$ cat config.mk
export PLATFORM = sky130hd
export DESIGN_NAME = sram_port_arbiter
export DESIGN_NICKNAME = d
export VERILOG_FILES = /design/src/rtl/sram_port_arbiter.sv
export SDC_FILE = /design/constraint.sdc
export NUM_CORES = 1
export LEC_CHECK = 0
export ABC_AREA = 1
export BUFFER_PORTS_ARGS = -buffer_cell sky130_fd_sc_hd__buf_4
export CAP_MARGIN = 0
export CORE_AREA = 4 4 104 106
export DETAILED_ROUTE_END_ITERATION = 16
export DIE_AREA = 0 0 108 110
export PLACE_DENSITY = 0.61
export SYNTH_ARGS = -nofsm -noshare
export SYNTH_HDL_FRONTEND = slang
export SYNTH_SLANG_ARGS = --single-unit
$ cat constraint.sdc
create_clock -name clk -period 2.1 [get_ports clk]
set_input_delay 0.21 -clock clk [delete_from_list [all_inputs] [get_ports clk]]
set_output_delay 0.21 -clock clk [all_outputs]
set_load 0.02 [all_outputs]
$ cat src/rtl/sram_port_arbiter.sv
// sram_port_arbiter: round-robin sharing of one single-port synchronous SRAM among NUM_CH requesters.
// Optional grant/contention counters are built only when SRAM_PORT_ARBITER_PERF_EN is defined.
module sram_port_arbiter #(
    parameter int NUM_CH = 2,
    parameter int ADDR_W = 14,
    parameter int DATA_W = 32
) (
    input  logic                         clk,
    input  logic                         rst,
    input  logic [NUM_CH-1:0]            req_valid,
    output logic [NUM_CH-1:0]            req_ready,
    input  logic [NUM_CH*ADDR_W-1:0]     req_addr,
    input  logic [NUM_CH*(DATA_W/8)-1:0] req_web,
    input  logic [NUM_CH*DATA_W-1:0]     req_wdata,
    output logic [NUM_CH-1:0]            rsp_valid,
    output logic [DATA_W-1:0]            rsp_rdata,
    output logic                         sram_cs,
    output logic                         sram_oe,
    output logic [(DATA_W/8)-1:0]        sram_web,
    output logic [ADDR_W-1:0]            sram_a,
    output logic [DATA_W-1:0]            sram_di,
    input  logic [DATA_W-1:0]            sram_do,
    output logic [NUM_CH*16-1:0]         perf_grant_cnt,
    output logic [15:0]                  perf_conflict_cnt
);
    localparam int BE_W  = DATA_W / 8;
    localparam int PTR_W = (NUM_CH > 1) ? $clog2(NUM_CH) : 1;

    logic [PTR_W-1:0]  rr_ptr_q, rr_ptr_d;
    logic [NUM_CH-1:0] rsp_valid_q, rsp_valid_d;
    logic [DATA_W-1:0] rdata_q, rdata_d;
    logic              gnt_found;
    logic [PTR_W-1:0]  gnt_idx;

    function automatic int wrap_ch(input int i);
        return (i >= NUM_CH) ? i - NUM_CH : i;
    endfunction

    function automatic logic [15:0] sat_inc(input logic [15:0] v);
        return (v == 16'hFFFF) ? v : v + 16'd1;
    endfunction

    // Stage 0: arbitration and SRAM drive; no grants while reset is held
    always_comb begin
        gnt_found = 1'b0;
        gnt_idx   = '0;
        req_ready = '0;
        sram_cs   = 1'b0;
        sram_web  = '1;
        sram_a    = '0;
        sram_di   = '0;
        rr_ptr_d  = rr_ptr_q;
        if (rst) begin
            for (int i = 0; i < NUM_CH; i++) begin
                if (!gnt_found && req_valid[wrap_ch(int'(rr_ptr_q) + i)]) begin
                    gnt_found = 1'b1;
                    gnt_idx   = PTR_W'(wrap_ch(int'(rr_ptr_q) + i));
                end
            end
        end
        if (gnt_found) begin
            req_ready[gnt_idx] = 1'b1;
            sram_cs  = 1'b1;
            sram_web = req_web[int'(gnt_idx)*BE_W +: BE_W];
            sram_a   = req_addr[int'(gnt_idx)*ADDR_W +: ADDR_W];
            sram_di  = req_wdata[int'(gnt_idx)*DATA_W +: DATA_W];
            rr_ptr_d = (int'(gnt_idx) == NUM_CH - 1) ? '0 : gnt_idx + 1'b1;
        end
    end

    assign sram_oe     = 1'b1;
    assign rsp_valid_d = (gnt_found && (&sram_web)) ? req_ready : '0;

    // Stage 1: read response; SRAM data is live in the cycle after the access edge
    always_comb begin
        rdata_d = rdata_q;
        if (|rsp_valid_q) begin
            rdata_d = sram_do;
        end
    end

    assign rsp_valid = rsp_valid_q;
    assign rsp_rdata = rdata_d;

    always_ff @(posedge clk or negedge rst) begin
        if (!rst) begin
            rr_ptr_q    <= '0;
            rsp_valid_q <= '0;
            rdata_q     <= '0;
        end else begin
            rr_ptr_q    <= rr_ptr_d;
            rsp_valid_q <= rsp_valid_d;
            rdata_q     <= rdata_d;
        end
    end

`ifdef SRAM_PORT_ARBITER_PERF_EN
    logic [NUM_CH*16-1:0] grant_cnt_q, grant_cnt_d;
    logic [15:0]          conflict_cnt_q, conflict_cnt_d;

    always_comb begin
        grant_cnt_d = grant_cnt_q;
        for (int k = 0; k < NUM_CH; k++) begin
            if (req_ready[k]) begin
                grant_cnt_d[k*16 +: 16] = sat_inc(grant_cnt_q[k*16 +: 16]);
            end
        end
        conflict_cnt_d = conflict_cnt_q;
        if ($countones(req_valid) >= 2) begin
            conflict_cnt_d = sat_inc(conflict_cnt_q);
        end
    end

    always_ff @(posedge clk or negedge rst) begin
        if (!rst) begin
            grant_cnt_q    <= '0;
            conflict_cnt_q <= '0;
        end else begin
            grant_cnt_q    <= grant_cnt_d;
            conflict_cnt_q <= conflict_cnt_d;
        end
    end

    assign perf_grant_cnt    = grant_cnt_q;
    assign perf_conflict_cnt = conflict_cnt_q;
`else
    assign perf_grant_cnt    = '0;
    assign perf_conflict_cnt = '0;
`endif

endmodule

; ---- Yosys cells after proc, flatten, opt, wreduce, memory -nomap -nowiden
; Cells that the tools add are included.
[totals]
reg_bits = 35
latchBits = 0
mem_bits_rw = 0
mem_bits_ro = 0
inputBits = 136
output_inout_bits = 136
memories = 0
[classes]
n_addsub = 4
n_mul = 1
n_div = 0
n_lt_le_gt_ge = 6
n_eq_ne = 0
shifts = 3
mux = 25
n_bitwise = 0
n_reduce_logical = 6
[op_table]
columns = operator, count
row1 = $mux W32, 4
row2 = $lt A32 B3 Y1 const B, 2
row3 = $shiftx A64 B7 Y32, 1
row4 = $shiftx A28 B6 Y14, 1
row5 = $mux W1, 16
row6 = $mux W14, 1
row7 = $shiftx A8 B4 Y4, 1
row8 = $mul A1 B3 Y4 const B, 1
row9 = $mux W2, 2
row10 = $mux W4, 1
row11 = $reduce_and A4 Y1, 1
row12 = $logic_and A1 B1 Y1, 3
row13 = $sub A1 B2 Y3 const B, 1
row14 = $sub A2 B2 Y3 const B, 1
row15 = $add A1 B1 Y2 const B, 1
row16 = $ge A1 B2 Y1 const B, 1
row17 = $ge A2 B2 Y1 const B, 1
row18 = $lt A1 B2 Y1 const B, 1
row19 = $reduce_or A2 Y1, 1
row20 = $add A1 B1 Y1 const B, 1
row21 = $demux W1 S1, 1
row22 = $ge A1 B1 Y1 const B, 1
row23 = $logic_not A1 Y1, 1

; ---- Longest topological paths before layout
[logic_depth]
word_depth = 17
depth_mapped = 10
mapped_depth_nobuf = 9

; ---- Worst setup path before layout
; OpenSTA, ideal clock, no wires.
[synth_path]
path_kind = reg-to-output
start = register rsp_valid_q[1], in the netlist rsp_valid[1]
end = output port rsp_rdata[10]
t_arrival_ns = 1.320
required_time_ns = 1.890
slack_ns = 0.570
stages_incl_launch_ff = 4
cell_sequence = dfrtp_1 -> nor2_1 -> buf_4 -> mux2_2
[synth_between]
elab_chain_cells = 2
[synth_lines]
columns = element, line_no
row1 = from (decl), 30  ; logic [NUM_CH-1:0] rsp_valid_q, rsp_valid_d;
row2 = from (signal assigned), 92  ; rsp_valid_q <= rsp_valid_d;
row3 = $reduce_or A2 Y1, 77  ; if (|rsp_valid_q) begin
row4 = $mux W32, 77
row5 = to (decl), 16  ; output logic [DATA_W-1:0] rsp_rdata,
; No other way between the ends.

; ---- Worst setup path in the final report
[layout_path]
start = register rr_ptr_q
end = output port sram_di[19]
[layout_between]
elab_chain_cells = 13
[layout_lines]
columns = element, line_no
row1 = from (decl), 29  ; logic [PTR_W-1:0] rr_ptr_q, rr_ptr_d;
row2 = from (signal assigned), 91  ; rr_ptr_q <= rr_ptr_d;
row3 = $sub A1 B2 Y3 / $ge A1 B2 Y1 (equally long branches), 36  ; return (i >= NUM_CH) ? i - NUM_CH : i;
row4 = $mux W32, 36
row5 = $mux W1 (not written as such) (3 in series), 55  ; if (!gnt_found && req_valid[wrap_ch(int'(rr_ptr_q) + i)]) begin
row6 = $mux W1, 55
row7 = $mux W1, 53  ; if (rst) begin
row8 = $logic_not A1 Y1, 55
row9 = $logic_and A1 B1 Y1, 55
row10 = $mux W1, 55
row11 = $mux W1, 53
row12 = $shiftx A64 B7 Y32, 66  ; sram_di = req_wdata[int'(gnt_idx)*DATA_W +: DATA_W];
row13 = $mux W32 (*), 61  ; if (gnt_found) begin
row14 = to (decl), 21  ; output logic [DATA_W-1:0] sram_di,
; Mark *: on every way between the ends. The rest lies on a longest branch, timed or not. The select of a mux whose other input is x is not followed.

==> flow_metrics.env <==
export IMPL_ctsResizeCount=0
export IMPL_drcViolationCount=0
export IMPL_yosys_warnings=0
export IMPL_status="completed"
export IMPL_maxCapViolations=0
export IMPL_rsz0062_at_grt="no"
export IMPL_maxSlewViolCount=0
export IMPL_cts_tree="done"
export IMPL_ys_seq_area_share_pct=38.0
export IMPL_postRouteAntennaNets=0
export IMPL_cts_buffers_inserted=5
export IMPL_place_congestion=0.750
export IMPL_clk_pin_slew_worst_paths_ns=0.07
export IMPL_setup_viol=0
export IMPL_clkLatencyLatePin_ns=0.28
export IMPL_yosys_area_top_type="dfrtp_1"
export IMPL_grtUsageTotal_pct=12.8
export IMPL_ys_types=17
export IMPL_clock_skew_ns=0.00146
export IMPL_power_density_mw_per_mm2=808
export IMPL_drt_iter0_drc=65
export IMPL_htreeDepth=2
export IMPL_syn_to_final_growth_pct=75.3
export IMPL_ir_drop_uv=381
export IMPL_cp_end_kind="output pin"
export IMPL_grt_pass1_vias=2332
export IMPL_dr_pass1_iters=4
export IMPL_p_clk_share_pct=18.7
export IMPL_grt_pass1_wl_um=11900
export IMPL_core_mm2=0.00977
export IMPL_cts_root_buf="clkbuf_8"
export IMPL_dieArea_mm2=0.0119
export IMPL_nFillCells=981
export IMPL_vias=2282
export IMPL_start_util_pct=23.6
export IMPL_worstPathArrival_ns=1.65
export IMPL_clkSinkCount=35
export IMPL_startpoint_type="flop"
export IMPL_p_int_w=0.00208
export IMPL_die_w_um=108
export IMPL_netlist_area_mm2=0.00230
export IMPL_pwr_share_comb_pct=52.3
export IMPL_synth_area_top_cells="dfrtp_1 38%, a22o_1 17%, buf_4 17%"
export IMPL_syn_instance_count=216
export IMPL_p_seq_share_pct=29.1
export IMPL_p_switching_w=0.00118
export IMPL_hold_path_class="input pin to flop"
export IMPL_dp_hpwl_um=7410
export IMPL_period_needed_ns=1.86
export IMPL_final_nets=571
export IMPL_grt_ovfl_total=0
export IMPL_final_hold_viol_count=0
export IMPL_port_buffers=222
export IMPL_critPathRequiredTime_ns=1.89
export IMPL_antennaDiodeCount=0
export IMPL_clock_path_buffers=2
export IMPL_critPathKind="flop to output pin"
export IMPL_leakage_nw=2.20
export IMPL_finalCritPeriodShare_pct=88.5
export IMPL_swShare_pct=36.3
export IMPL_io_pins=272
export IMPL_routed_wl_um=8650
export IMPL_drive_gt1_share_pct=62.8
export IMPL_wl_per_cell_um=15.2
export IMPL_total_power_w=0.00327
export IMPL_post_cts_buffers=0
export IMPL_grt_max_degree=52
export IMPL_synth_avg_cell_area_um2=10.7
export IMPL_antenna_found_initial=0
export IMPL_via_per_inst=4.01
export IMPL_chipHeight_um=110
export IMPL_ys_ff_latch=35
export IMPL_hold_buffers=1
export IMPL_tns_ns=0
export IMPL_std_cell_rows=36
export IMPL_synth_top_area_share_pct=38.0
export IMPL_crit_path_max_fanout=47
export IMPL_max_freq_ghz=0.538
==> state kept, by name, summed over array words and instances (netlist names) <==
name / flops
rdata_q: 32
rsp_valid: 2
rr_ptr_q: 1
==> final timing paths <==
path	start	to	slack, ns	cells after the start
min reg2reg	rdata_q[25]	rdata_q[25]	0.50	1
min	sram_do[25]	rdata_q[25]	0.18	2
max reg2reg	rr_ptr_q	rsp_valid[1]	0.73	10
min in group asynchronous	rst	rdata_q[1]	0.53	3
max	rr_ptr_q	sram_di[19]	0.24	8
max in group asynchronous	rst	rdata_q[16]	1.26	3
==> kinds of logic (layout without fill, tap and decap cells) <==
group / after synthesis / after routing / synth area share (%)
AOI/OAI and AO/OA: 47 / 47 / 17.7
buffers and inverters: 76 / 249 / 22.8
DFF: 35 / 35 / 38.0
muxes: 32 / 32 / 15.6
other: 2 / 49 / 0.326
and+or+nand+nor: 24 / 24 / 5.54
==> placed cells by master, fill, tap and decap left out, types with 2 or more instances in the layout <==
cell type / synthesis / layout
nor2_1: 6 / 5
nand2_4: 2 / 2
inv_1: 11 / 11
buf_12: 0 / 3
buf_4: 52 / 223
inv_2: 3 / 3
mux2_2: 32 / 32
nand2_1: 10 / 10
dfrtp_1: 35 / 35
conb_1: 2 / 49
clkbuf_8: 0 / 6
a22o_1: 46 / 46
nand3b_1: 3 / 3
==> Yosys cell counts, drive strengths merged <==
cell and count:
buf 62, dfrtp 35, a22o 46, inv 14, nor2 7, nand3 1, mux2 32, nand2 13
o21ai 1, conb 2, nand3b 3
==> per-stage QoR <==
step	cell area [um2]	setup WS (ns)	hold WS (ns)	util, %	cells
after global routing	4040	0.129	0.172	41.3	569
after global placement	3910	0.573	0.304	40.0	560
final	4040	0.242	0.180	41.3	569
after floorplan	2480	0.570	-0.0856	-	263
after detailed placement	3910	0.543	0.304	40.0	560
after CTS	4040	0.227	0.168	41.3	569
==> worst max-delay path, stage by stage, from the launching register on <==
cell,delay (ns)
dfrtp_1,0.36
inv_1,0.07
nand2_1,0.08
nand2_4,0.13
nand2_4,0.06
inv_2,0.07
buf_12,0.20
a22o_1,0.21
buf_4,0.16
==> power groups by stage <==
stage,clock network [W],logic (W),registers [W]
6_report,0.000610,0.00171,0.000949
3_3_place_gp,0,0.00169,0.000950
5_1_grt,0.000664,0.00181,0.000971
2_1_floorplan,0,0.00101,0.000942
3_5_place_dp,0,0.00172,0.000962
4_1_cts,0.000633,0.00173,0.000950
==> layer usage <==
layer  part of all wire, %  global-route usage, %  vias to the layer above
met1                    35                   14.7                     1036
met2                    54                   24.0                      145
met4                  0.92                   3.16                        0
met3                    10                   3.09                       10
met5                     0                      0                        -
li1                      -                      -                     1091
==> final cells by class <==
class	count	area, um2	area share [%]
timing repair buffer	227	1740	43.2
multi-input combinational	152	1080	26.8
sequential	35	876	21.7
tap	133	166	4.12
clock buffer	6	82.6	2.04
inverter	14	52.6	1.30
clock inverter	2	35.0	0.867
Note: power is estimated with default switching activity, not from simulation.
